**src/rtl/interleaver_prime_pkg.sv**
```systemverilog
// Shared types and helpers for the prime-multiplier interleaver.
// Bank lifecycle enum plus elaboration-time gcd and the modular address step.
package interleaver_prime_pkg;

  typedef enum logic [1:0] {
    BANK_EMPTY,
    BANK_FILLING,
    BANK_FULL,
    BANK_DRAINING
  } bank_state_e;

  function automatic int unsigned gcd(input int unsigned a, input int unsigned b);
    int unsigned x, y, t;
    x = a;
    y = b;
    while (y != 0) begin
      t = x % y;
      x = y;
      y = t;
    end
    return x;
  endfunction

  // (addr + p) mod n for addr < n, p < n: a single compare-subtract.
  function automatic int unsigned next_perm(input int unsigned addr, input int unsigned p,
                                            input int unsigned n);
    int unsigned s;
    s = addr + p;
    return (s >= n) ? s - n : s;
  endfunction

endpackage

```
**src/rtl/interleaver_prime_bank.sv**
```systemverilog
// One storage bank: L samples of register storage with asynchronous read,
// its lifecycle state and the mode bit latched on the block's first write.
module interleaver_prime_bank
  import interleaver_prime_pkg::*;
#(
  parameter int unsigned BITS = 8,
  parameter int unsigned L    = 10,
  parameter int unsigned AW   = 4
) (
  input  logic            clk,
  input  logic            rst_n,
  input  logic            flush,
  input  logic            wr_en,
  input  logic [AW-1:0]   wr_addr,
  input  logic [BITS-1:0] wr_data,
  input  logic            wr_done,
  input  logic            mode_in,
  input  logic            rd_start,
  input  logic            rd_done,
  input  logic [AW-1:0]   rd_addr,
  output logic [BITS-1:0] rd_data,
  output logic            mode,
  output logic            writable,
  output logic            readable,
  output logic            filling
);

  bank_state_e state, state_next;
  logic [BITS-1:0] mem [L];

  always_ff @(posedge clk or negedge rst_n) begin
    if (!rst_n) state <= BANK_EMPTY;
    else        state <= state_next;
  end

  always_comb begin
    state_next = state;
    if (flush)                               state_next = BANK_EMPTY;
    else if (rd_done)                        state_next = BANK_EMPTY;
    else if (rd_start)                       state_next = BANK_DRAINING;
    else if (wr_done)                        state_next = BANK_FULL;
    else if (wr_en && state == BANK_EMPTY)   state_next = BANK_FILLING;
  end

  always_comb begin
    writable = (state == BANK_EMPTY) || (state == BANK_FILLING);
    readable = (state == BANK_FULL) || (state == BANK_DRAINING);
    filling  = (state == BANK_FILLING);
  end

  always_ff @(posedge clk or negedge rst_n) begin
    if (!rst_n) begin
      mode <= 1'b0;
      for (int unsigned i = 0; i < L; i++) mem[i] <= '0;
    end else if (flush) begin
      mode <= 1'b0;
      for (int unsigned i = 0; i < L; i++) mem[i] <= '0;
    end else if (wr_en) begin
      mem[wr_addr] <= wr_data;
      if (state == BANK_EMPTY) mode <= mode_in;
    end
  end

  assign rd_data = mem[rd_addr];

endmodule

```
**src/rtl/interleaver_prime_stream.sv**
```systemverilog
// Double-buffered streaming interleaver: out[i] = in[(P*i) mod N] forward,
// inverse permutation in reverse; tail samples pass through in place.
module interleaver_prime_stream
  import interleaver_prime_pkg::*;
#(
  parameter int unsigned BITS      = 8,
  parameter int unsigned N         = 10,
  parameter int unsigned P         = 3,
  parameter int unsigned TAIL_BITS = 0
) (
  input  logic            clk,
  input  logic            rst_n,
  input  logic            mode_reverse,
  input  logic            flush,
  input  logic            in_valid,
  output logic            in_ready,
  input  logic [BITS-1:0] in_data,
  input  logic            in_last,
  output logic            out_valid,
  input  logic            out_ready,
  output logic [BITS-1:0] out_data,
  output logic            out_first,
  output logic            out_last,
  output logic            length_err
);

  localparam int unsigned L  = N + TAIL_BITS;
  localparam int unsigned CW = $clog2(L + 1);
  localparam logic [CW-1:0] LAST = CW'(L - 1);
  localparam logic [CW-1:0] NLEN = CW'(N);
  localparam logic [CW-1:0] ONE  = CW'(1);

  if (!(P > 0 && P < N && gcd(N, P) == 1)) begin : g_bad_param
    $error("interleaver_prime_stream: require 0 < P < N and gcd(N,P) == 1");
  end

  logic          wr_ptr, rd_ptr;
  logic [CW-1:0] w, wa, r, ra;
  logic [CW-1:0] wr_addr, rd_addr;
  logic          accept, wr_done, readable, load, rd_start, rd_done;
  logic [1:0]    bank_writable, bank_readable, bank_filling, bank_mode;
  logic [1:0]    bank_wr_en, bank_wr_done, bank_rd_start, bank_rd_done;
  logic [BITS-1:0] bank_rd_data [2];

  always_comb begin
    in_ready = bank_writable[wr_ptr];
    accept   = in_valid && in_ready && !flush;
    wr_done  = accept && (w == LAST);
    // At w = 0 both modes target address 0, so the not-yet-latched mode is harmless.
    wr_addr  = (bank_mode[wr_ptr] && w < NLEN) ? wa : w;
    // A bank finishing its fill is readable the same cycle: address 0 is always written first.
    readable = bank_readable[rd_ptr] || (bank_filling[rd_ptr] && wr_done);
    load     = (!out_valid || out_ready) && readable && !flush;
    rd_start = load && (r == '0);
    rd_done  = load && (r == LAST);
    rd_addr  = (!bank_mode[rd_ptr] && r < NLEN) ? ra : r;
    bank_wr_en    = '0;
    bank_wr_done  = '0;
    bank_rd_start = '0;
    bank_rd_done  = '0;
    bank_wr_en[wr_ptr]    = accept;
    bank_wr_done[wr_ptr]  = wr_done;
    bank_rd_start[rd_ptr] = rd_start;
    bank_rd_done[rd_ptr]  = rd_done;
  end

  interleaver_prime_bank #(.BITS(BITS), .L(L), .AW(CW)) u_bank0 (
    .clk(clk), .rst_n(rst_n), .flush(flush),
    .wr_en(bank_wr_en[0]), .wr_addr(wr_addr), .wr_data(in_data), .wr_done(bank_wr_done[0]),
    .mode_in(mode_reverse), .rd_start(bank_rd_start[0]), .rd_done(bank_rd_done[0]),
    .rd_addr(rd_addr), .rd_data(bank_rd_data[0]), .mode(bank_mode[0]),
    .writable(bank_writable[0]), .readable(bank_readable[0]), .filling(bank_filling[0])
  );

  interleaver_prime_bank #(.BITS(BITS), .L(L), .AW(CW)) u_bank1 (
    .clk(clk), .rst_n(rst_n), .flush(flush),
    .wr_en(bank_wr_en[1]), .wr_addr(wr_addr), .wr_data(in_data), .wr_done(bank_wr_done[1]),
    .mode_in(mode_reverse), .rd_start(bank_rd_start[1]), .rd_done(bank_rd_done[1]),
    .rd_addr(rd_addr), .rd_data(bank_rd_data[1]), .mode(bank_mode[1]),
    .writable(bank_writable[1]), .readable(bank_readable[1]), .filling(bank_filling[1])
  );

  always_ff @(posedge clk or negedge rst_n) begin
    if (!rst_n) begin
      w <= '0; wa <= '0; wr_ptr <= 1'b0; length_err <= 1'b0;
    end else if (flush) begin
      w <= '0; wa <= '0; wr_ptr <= 1'b0; length_err <= 1'b0;
    end else begin
      length_err <= accept && (in_last != (w == LAST));
      if (accept) begin
        if (w == LAST) begin
          w <= '0; wa <= '0; wr_ptr <= ~wr_ptr;
        end else begin
          w  <= w + ONE;
          wa <= CW'(next_perm(32'(wa), P, N));
        end
      end
    end
  end

  always_ff @(posedge clk or negedge rst_n) begin
    if (!rst_n) begin
      r <= '0; ra <= '0; rd_ptr <= 1'b0;
      out_valid <= 1'b0; out_data <= '0; out_first <= 1'b0; out_last <= 1'b0;
    end else if (flush) begin
      r <= '0; ra <= '0; rd_ptr <= 1'b0;
      out_valid <= 1'b0; out_data <= '0; out_first <= 1'b0; out_last <= 1'b0;
    end else if (load) begin
      out_valid <= 1'b1;
      out_data  <= bank_rd_data[rd_ptr];
      out_first <= (r == '0);
      out_last  <= (r == LAST);
      if (r == LAST) begin
        r <= '0; ra <= '0; rd_ptr <= ~rd_ptr;
      end else begin
        r  <= r + ONE;
        ra <= CW'(next_perm(32'(ra), P, N));
      end
    end else if (out_ready) begin
      out_valid <= 1'b0;
    end
  end

endmodule

```
**config.mk**
```make
export PLATFORM = sky130hd
export DESIGN_NAME = interleaver_prime_stream
export DESIGN_NICKNAME = d
export VERILOG_FILES = /design/src/rtl/interleaver_prime_pkg.sv /design/src/rtl/interleaver_prime_bank.sv /design/src/rtl/interleaver_prime_stream.sv
export SDC_FILE = /design/constraint.sdc
export NUM_CORES = 1
export LEC_CHECK = 0
export CAP_MARGIN = 10
export CORE_ASPECT_RATIO = 0.7
export CORE_MARGIN = 4
export CORE_UTILIZATION = 43
export CTS_CLUSTER_SIZE = 12
export DETAILED_ROUTE_END_ITERATION = 8
export GPL_TIMING_DRIVEN = 0
export MAX_ROUTING_LAYER = met4
export PLACE_DENSITY = 0.61
export SLEW_MARGIN = 10
export SYNTH_ARGS = -nofsm -noshare
export SYNTH_HDL_FRONTEND = slang
export SYNTH_HIERARCHICAL = 1
export SYNTH_SLANG_ARGS = --single-unit
```
**constraint.sdc**
```tcl
create_clock -name clk -period 4.1 [get_ports clk]
set_input_delay 0.82 -clock clk [delete_from_list [all_inputs] [get_ports clk]]
set_output_delay 0.82 -clock clk [all_outputs]
set_load 0.01 [all_outputs]
```
Yosys cells after proc, flatten, opt, wreduce, memory -nomap -nowiden
Cells that the tools add are included.

word-level totals
  flip-flop bits (word level) = 196
  bits in latches = 0
  RAM bits = 0
  bits in read-only memories = 0
  output and inout port bits = 13
  word-level logic and storage cells = 193
  memories = 0

operators by class
  $add $sub $neg = 6
  multiply operators = 0
  div/mod/pow operators = 0
  $lt $le $gt $ge = 12
  equal/unequal tests = 9
  shifts and indexed selects = 0
  mux-type cells = 79
  bitwise logic cells = 9
  reduce and logical (&&, ||, !) cells = 43

operators by type and width
  cell                                                                number
  2-to-1 mux 80 bit                                                   4
  bitwise mux 80 bit                                                  2
  2-to-1 mux 8 bit                                                    10
  binary-select mux 8 bit (select 4 bit)                              2
  2-to-1 mux 4 bit                                                    16
  demux 8 bit (select 4 bit)                                          1
  2-to-1 mux 1 bit                                                    32
  2-to-1 mux 2 bit                                                    10
  logical AND 1 bit                                                   16
  nonzero test 2 bit                                                  8
  adder 4 x 2 -> 5 bit (second input constant)                        2
  greater-or-equal comparator 5 x 4 -> 1 bit (second input constant)  2
  greater-or-equal comparator 5 bit (second input constant)           2
  NOT 4 -> 5 bit                                                      2
  nonzero test 5 bit                                                  2
  adder 4 x 1 -> 4 bit (second input constant)                        2
  bitwise AND 2 bit                                                   4
  == test 2 bit (second input constant)                               4
  == test 4 bit (second input constant)                               2
  less-than comparator 4 bit (second input constant)                  2
  AND reduction 2 bit                                                 4
  subtractor 4 bit (second input constant)                            2
  logical OR 1 bit                                                    6
  less-than comparator 5 x 1 -> 1 bit (second input constant)         1
  other kinds (12)                                                    20

Longest topological paths before layout
Gate-level depths: netlist (run 1).

  depth after elaboration = 16
  depth in mapped cells = 12
  depth with buffers taken out = 9

Hierarchy
The synthesis (run 1) kept the hierarchy.

by module, submodules not included
  module                    times used  cells an instance  area each (um2)
  interleaver_prime_bank    2           467                4386.7
  interleaver_prime_stream  1           218                2045.7

Least setup slack after synthesis (run 1)
No wires, ideal clock.

  path type = flip-flop to flip-flop
  start point = reg rd_ptr
  end point = reg out_data[4]
  arrival time = 2.879 ns
  required time = 3.957 ns
  slack = 1.078 ns
  cell stages (with the launch flop) = 11
  path buffers = 2
  period minus slack after synthesis = 3.022 ns
  cell sequence = dfrtp_1 -> buf_2 -> mux2i_1 -> nand2_1 -> o21ai_0 -> buf_6 -> mux4_2 -> o22ai_1 -> o32ai_1 -> mux2i_1 -> a211oi_2

RTL lines
  element                   line                             RTL
  start: declaration        interleaver_prime_stream.sv:37   logic wr_ptr, rd_ptr;
  start signal: assignment  interleaver_prime_stream.sv:103  r <= '0; ra <= '0; rd_ptr <= 1'b0;
  start signal: assignment  interleaver_prime_stream.sv:106  r <= '0; ra <= '0; rd_ptr <= 1'b0;
  start signal: assignment  interleaver_prime_stream.sv:114  r <= '0; ra <= '0; rd_ptr <= ~rd_ptr;
  end signal: assignment    interleaver_prime_stream.sv:110  out_data <= bank_rd_data[rd_ptr];
  end: declaration          interleaver_prime_stream.sv:21   output logic [BITS-1:0] out_data,

==> results of run 1 <==
## state kept, by name, indices dropped and copies added, names as in the netlist, 2 cells and up
| name | count |
|---|---|
| u_bank0/state | 2 |
| ra | 4 |
| w | 4 |
| wa | 4 |
| u_bank0/mem | 80 |
| u_bank1/mem | 80 |
| r | 4 |
| out_data | 8 |
| u_bank1/state | 2 |
## metrics by stage
step	hold slack, ns	power (mW)	util
final	0.232	4.01	0.488
after global routing	0.237	4.16	0.488
after CTS	0.226	4.04	0.488
after detailed placement	0.519	2.40	0.465
after global placement	0.514	2.39	0.462
after floorplan	0.503	2.22	-
## cell families after synthesis
kind of cell,count (synthesis)
compound gates,433
xor+xnor,7
fa+ha+maj,11
buf+inv,142
flops,196
mux,66
simple gates,297
## path summary, 6_finish.rpt
check | start | to | slack, ns | cells past startpoint
max | rd_ptr$_DFFE_PN0P_ | out_data[4]$_DFFE_PN0P_ | 0.38 | 10
min | rst_n | wa[2]$_DFFE_PN0P_ | 0.23 | 1
max reg2reg | rd_ptr$_DFFE_PN0P_ | out_data[4]$_DFFE_PN0P_ | 0.38 | 10
min reg2reg | out_first$_DFFE_PN0P_ | out_first$_DFFE_PN0P_ | 0.52 | 2
max in group asynchronous | rst_n | u_bank0/mem[9]$_DFFE_PN0P_ | 3.10 | 2
min in group clk | out_first$_DFFE_PN0P_ | out_first$_DFFE_PN0P_ | 0.52 | 2
## critical path, cell delays in order (launching register included)
cell,delay [ns]
dfrtp_1,0.32
buf_2,0.26
mux2i_1,0.33
nand2_1,0.21
o21ai_2,0.75
buf_6,0.29
mux4_2,0.57
o22ai_1,0.42
o32ai_1,0.16
mux2i_1,0.18
a211oi_2,0.09
## synth_stat cells (4+ instances only)
cell / n / area (sq um)
nor3_1: 9 / 45.0
o32ai_1: 17 / 149
buf_8: 4 / 60.1
ha_1: 11 / 138
nand2_1: 27 / 101
nor2b_1: 20 / 125
mux2_2: 20 / 225
a211oi_1: 19 / 143
o22ai_1: 18 / 113
nor2_1: 22 / 82.6
buf_1: 9 / 33.8
clkbuf_1: 60 / 225
mux4_1: 6 / 158
mux4_2: 10 / 225
xnor2_1: 4 / 35.0
buf_2: 24 / 120
clkbuf_2: 12 / 60.1
o21ai_0: 166 / 831
buf_4: 8 / 60.1
mux2i_1: 29 / 290
a21oi_1: 166 / 831
dfrtp_1: 196 / 4900
a211oi_2: 8 / 100
o21ai_1: 15 / 75.1
a21o_1: 4 / 30.0
nand3b_1: 6 / 45.0
nand2b_1: 12 / 75.1
and2b_2: 6 / 52.6
clkbuf_8: 4 / 55.1
nand3_1: 163 / 816
inv_1: 16 / 60.1
## layout make-up
| type | instances | share of cell area |
|---|---|---|
| plain buffers | 126 | 0.0550 |
| repair buffers | 22 | 0.0214 |
| clock buffers | 19 | 0.0368 |
| inverters | 16 | 0.00498 |
| flip-flops and latches | 196 | 0.407 |
| clock inverters | 13 | 0.00986 |
| multi-input cells | 814 | 0.431 |
| diodes | 1 | 0.000208 |
| well taps | 325 | 0.0337 |
## routing by layer
layer,global-route usage,wire length [microns]
met5,-,0
met3,0.0569,3700
met2,0.336,14100
met1,0.390,15700
met4,0.0674,706
## power by group
group          leakage (nW)  total, mW  switching, mW  internal, mW
sequential             2.73       1.96         0.0157          1.95
combinational          1.66      0.405          0.309        0.0963
clock                 0.276       1.64          0.826         0.818
==> tab_implementation.tex, run 1 <==
\begin{tabular}{lr}
\hline
Metric & Value \\
\hline
\multicolumn{2}{l}{\textbf{Cells and area}} \\
Leading cell type in the layout, fill and taps excluded & dfrtp\_1 \\
Filler instances & 2,289 \\
Layout cell share with drive strength beyond 1 & 0.126 \\
Non-filler cells in the finished layout & 1,532 \\
Multi-input combinational cell area & 5190 sq um \\
Register area & 4900 sq um \\
Area of all placed cells without fillers & 12,100 sq um \\
P\&R area growth vs syn & 11.4\% \\
Count of nets after finishing & 1,219 \\
Highest-count cells in the layout ignoring fill and taps & 196 x dfrtp\_1, 166 x a21oi\_1, 164 x o21ai\_0 \\
\multicolumn{2}{l}{\textbf{Timing}} \\
Max Fclk & 0.269 GHz \\
Worst Slack Setup Final & 0.378 ns \\
Post-layout minimum cycle time & 3.72 ns \\
Headroom to the max-slew limit & 0.388 \\
Final worst path period share & 0.908 \\
Final setup violation count & 0 \\
Setup repair after global routing missed its margin & no \\
Number of hold violations in the final report & 0 \\
Max Transition Viols Final & 0 \\
Setup TNS & 0 ns \\
Slew at the pin with the worst max-slew slack & $\sim$0.92 ns \\
Final Skew & 0.0105 ns \\
\multicolumn{2}{l}{\textbf{Setup path}} \\
Peak fanout along the critical path & 10 \\
Arrival @ worst endpoint & 4.02 ns \\
Worst setup path class & register to register \\
Crit path capture type & register \\
Startpoint kind of the worst setup timing path & register \\
Required time of the critical path & 4.40 ns \\
\multicolumn{2}{l}{\textbf{Clocking}} \\
Number of buffers on the longest clock path & 2 \\
Worst-skew pair later-pin latency & $\sim$0.45 ns \\
Number of buffers created by CTS & 17 \\
Clock tree sinks & 196 \\
Root buffer cell & clkbuf\_16 \\
CTS tree & built \\
Deepest level of the CTS H-tree & 4 \\
Hold buffers post-CTS & 0 \\
Resized cells post-CTS & 0 \\
Post-CTS Repair Setup Buffers & 0 \\
CTS clock-pin slew for the worst setup and hold paths & around 0.07 ns \\
\multicolumn{2}{l}{\textbf{Synth}} \\
Syn. warnings & 6 \\
Synthesized netlist net count & 1,178 \\
Synth Area in Adders & 0.0127 \\
Area share of and/or/nand/nor cells after synthesis & 0.151 \\
Proportion of register bits with asynchronous set or reset after synthesis & 1.00 \\
Top FF cell, synth & dfrtp\_1 \\
Fraction of synthesized area in multiplexers & 0.0843 \\
Post-synthesis sequential element count & 196 \\
Post-synth EDFFs & 0 \\
Mean area per synthesized cell & 9.39 sq um \\
Synth Area in Compound Gates & 0.226 \\
Main combinational cell family by area after synthesis & compound AO/OA/AOI/OAI gates \\
Synth cell types & 66 \\
Syn Std Cell Area & 10,800 sq um \\
Xor/xnor share of the synthesized area & 0.00567 \\
Proportion of synthesized chip area in sequential cells & 0.453 \\
Number of instances in the synthesized netlist & about 1,200 \\
\multicolumn{2}{l}{\textbf{Status}} \\
Outcome & finished, final reports clean \\
\multicolumn{2}{l}{\textbf{Global routing}} \\
Vias in the first global route & 9,111 \\
Pin count of the biggest net entering global routing & between 90 and 100 \\
Global-route wire length before repair & 53.8 mm \\
Number of antenna violations at the first check in global routing & 1 \\
GR Util All Layers & 0.254 \\
Remaining global-route overflow & 0 \\
\multicolumn{2}{l}{\textbf{Placement}} \\
Final estimated routing congestion in global placement & 0.895 \\
Cells after DPL & 1,499 \\
Pre-CTS worst setup slack & 0.494 ns \\
Number of port buffers & 19 \\
Dpl hpwl & 23.6 mm \\
Instance area at placement & 11,500 sq um \\
\multicolumn{2}{l}{\textbf{Route}} \\
Via count of the routed design & approximately 9,600 \\
Initial DRC Count & 1,116 \\
Vias per cell & approximately 6.3 \\
Antenna-violating nets left & 0 \\
Detailed Routing Iterations Pass 1 & 5 \\
Routed length per placed instance & 22.3 microns \\
Count of unresolved DRC violations after routing & 0 \\
Final wirelength & between 30 and 40 mm \\
\multicolumn{2}{l}{\textbf{Power}} \\
Power per unit of standard cell area & 333 nW/um\^{}2 \\
Leakage power & 4.67 nW \\
IR Drop Worst-Case VDD & 262 uV \\
\multicolumn{2}{l}{\textbf{Floorplanning}} \\
IO Pins & 28 \\
Die W & 198 microns \\
Area enclosed by the die boundary & 27,800 sq um \\
Placeable core region & 24,700 sq um \\
Number of core rows & 48 \\
Initial Util & 0.438 \\
Die extent in y & 141 microns \\
\multicolumn{2}{l}{\textbf{Hold path}} \\
Worst hold path type & input port to async pin \\
\multicolumn{2}{l}{\textbf{Run}} \\
Max capacitance violation total & 0 \\
\hline
\end{tabular}
(Power assumes the default switching activity.)
==> inputs of run 2 (changes only) <==
CAP_MARGIN = unset   (was 10)
==> results of run 2 <==
Same layout as run 1: the final DEF is identical, and so are final timing and power.
==> inputs of run 3 (changes only) <==
CORE_UTILIZATION = 26   (was 43)
PLACE_DENSITY = 0.42   (was 0.61)
==> run 3 against run 2 <==
Largest power group unchanged. Non-clock buffer count shrank 1. Setup slack got worse by 0.060 ns. First-iteration DRC count down 4.0%. Sequential power hardly changed. Clock power increased by 15%. Total power up 6.6%. Die area is 62% higher. Via count down 1.7%. Critical path type unchanged.
==> tab_implementation.tex, run 3 (synthesis gave the netlist of run 1 again) <==
\begin{tabular}{lr}
\hline
Metric & Value \\
\hline
\multicolumn{2}{l}{\textbf{Placement}} \\
Cells after DPL & 1,717 \\
Final estimated routing congestion in global placement & 0.816 \\
Number of port buffers & 19 \\
Dpl hpwl & 27.4 mm \\
\multicolumn{2}{l}{\textbf{Route}} \\
Vias per cell & 5.41 \\
Final wirelength & $\sim$40 mm \\
Initial DRC Count & 1,071 \\
Count of unresolved DRC violations after routing & 0 \\
Routed length per placed instance & 22.6 microns \\
Antenna-violating nets left & 0 \\
Detailed Routing Iterations Pass 1 & 5 \\
Via count of the routed design & approximately 9,500 \\
\multicolumn{2}{l}{\textbf{Clocking}} \\
CTS clock-pin slew for the worst setup and hold paths & 0.07 ns \\
Worst-skew pair later-pin latency & 0.45 ns \\
CTS tree & built \\
Resized cells post-CTS & 0 \\
Number of buffers on the longest clock path & 2 \\
Number of buffers created by CTS & 17 \\
Clock tree sinks & 196 \\
Hold buffers post-CTS & 0 \\
Post-CTS Repair Setup Buffers & 0 \\
Deepest level of the CTS H-tree & 4 \\
Root buffer cell & clkbuf\_16 \\
\multicolumn{2}{l}{\textbf{Cells and area}} \\
Number of inserted diodes & 0 \\
P\&R area growth vs syn & 14.6\% \\
Layout cell share with drive strength beyond 1 & 0.124 \\
Final Util & 0.302 \\
Top Registers & u\_bank0/mem: 80 flops, u\_bank1/mem: 80 flops, out\_data: 8 flops \\
Highest-count cells in the layout ignoring fill and taps & 196 x dfrtp\_1, 166 x a21oi\_1, 164 x o21ai\_0 \\
Non-filler cells in the finished layout & about 1,700 \\
Multi-input combinational cell area & $\sim$5200 sq um \\
Filler instances & between 4,000 and 5,000 \\
Count of nets after finishing & 1,218 \\
Leading cell type in the layout, fill and taps excluded & dfrtp\_1 \\
Register area & 4900 sq um \\
\multicolumn{2}{l}{\textbf{Timing}} \\
Final setup violation count & 0 \\
Final worst path period share & 0.922 \\
Slew at the pin with the worst max-slew slack & 0.881 ns \\
Number of hold violations in the final report & 0 \\
Headroom to the max-slew limit & 0.412 \\
Max Transition Viols Final & 0 \\
Post-layout minimum cycle time & 3.78 ns \\
Setup repair after global routing missed its margin & no \\
Final Skew & 0.0107 ns \\
Max Fclk & 0.264 GHz \\
\multicolumn{2}{l}{\textbf{Floorplanning}} \\
IO Pins & 28 \\
Area enclosed by the die boundary & between 40,000 and 50,000 sq um \\
Placeable core region & between 40,000 and 50,000 sq um \\
Die extent in y & $\sim$180 microns \\
Initial Util & 0.264 \\
Number of core rows & 62 \\
Die W & 252 microns \\
\multicolumn{2}{l}{\textbf{Global routing}} \\
Vias in the first global route & 9,132 \\
Remaining global-route overflow & 0 \\
Global-route wire length before repair & 60.3 mm \\
GR Util All Layers & 0.183 \\
Pin count of the biggest net entering global routing & 93 \\
Number of antenna violations at the first check in global routing & 0 \\
\multicolumn{2}{l}{\textbf{Setup path}} \\
Worst R2R Path Depth & 10 \\
Peak fanout along the critical path & 10 \\
Most frequent cell on the critical path & mux2i\_1 \\
CP max stage delay & 0.68 ns \\
Startpoint kind of the worst setup timing path & register \\
Required time of the critical path & 4.43 ns \\
Crit path capture type & register \\
Worst setup path class & register to register \\
CP max stage cell & o21ai\_2 \\
Sequence of cells on the critical path & buf\_2 -> mux2i\_1 -> nand2\_1 -> o21ai\_2 -> buf\_6 -> mux4\_2 -> o22ai\_1 -> o32ai\_1 -> mux2i\_1 -> a211oi\_2 \\
Arrival @ worst endpoint & between 4 and 5 ns \\
\multicolumn{2}{l}{\textbf{Hold path}} \\
Worst hold path type & input port to async pin \\
\multicolumn{2}{l}{\textbf{Power}} \\
IR Drop Worst-Case VDD & around 300 uV \\
Power per unit of standard cell area & between 300 and 400 nW/um\^{}2 \\
Leakage power & around 4.7 nW \\
\multicolumn{2}{l}{\textbf{Run}} \\
Max capacitance violation total & 0 \\
\multicolumn{2}{l}{\textbf{Status}} \\
Outcome & finished, final reports clean \\
\hline
\end{tabular}
-- run 3: power by group --
part / internal [mW] / leakage, nW / switching (mW) / total, mW
clock: 1.11 / 0.310 / 0.779 / 1.89
combinational: 0.0954 / 1.66 / 0.329 / 0.424
sequential: 1.95 / 2.73 / 0.0154 / 1.96
total: 3.16 / 4.70 / 1.12 / 4.28
-- run 3: worst max-delay path, delay by kind of cell, from the launching register on --
kind	cells	cell delay (ns)
AO/OA/AOI/OAI	4	1.33
buffers and inverters	2	0.54
flip-flops	1	0.32
multiplexers	3	1.25
AND/OR/NAND/NOR	1	0.20
-- run 3: path summary, 6_finish.rpt --
| kind | end | startpoint | slack (ns) |
|---|---|---|---|
| min reg2reg | out_last$_DFFE_PN0P_ | out_last$_DFFE_PN0P_ | 0.52 |
| min | ra[3]$_DFFE_PN0P_ | rst_n | 0.24 |
| min in group clk | out_last$_DFFE_PN0P_ | out_last$_DFFE_PN0P_ | 0.52 |
| max in group asynchronous | u_bank1/mem[73]$_DFFE_PN0P_ | rst_n | 2.73 |
| max | out_data[3]$_DFFE_PN0P_ | rd_ptr$_DFFE_PN0P_ | 0.32 |
| max reg2reg | out_data[3]$_DFFE_PN0P_ | rd_ptr$_DFFE_PN0P_ | 0.32 |
-- run 3: cell type report --
cell class,count,share of cell area
Buffer,126,0.0535
Tap cell,544,0.0549
Inverter,16,0.00484
Timing Repair Buffer,21,0.0202
Clock inverter,9,0.0142
Multi-Input combinational cell,814,0.419
Sequential cell,196,0.396
Clock buffer,22,0.0374
-- run 3: routing by layer --
metal | share of wire | global-route usage | vias to the layer above
met4 | 0.010 | 0.0322 | 0
li1 | - | - | 4311
met2 | 0.41 | 0.235 | 294
met1 | 0.52 | 0.292 | 4835
met3 | 0.060 | 0.0361 | 22
met5 | 0 | - | -
-- run 3: per-stage QoR --
stage	power, mW	worst slack (ns)	TNS, ns	cell area [sq um]	hold slack, ns
6_report	4.28	0.318	0	12400	0.239
5_1_grt	4.47	0.206	0	12400	0.234
4_1_cts	4.33	0.337	0	12400	0.238
3_5_place_dp	2.42	0.328	0	11800	0.516
3_3_place_gp	2.42	-7.15	-1397.45	11700	0.516
2_1_floorplan	2.22	1.08	0	10800	0.503
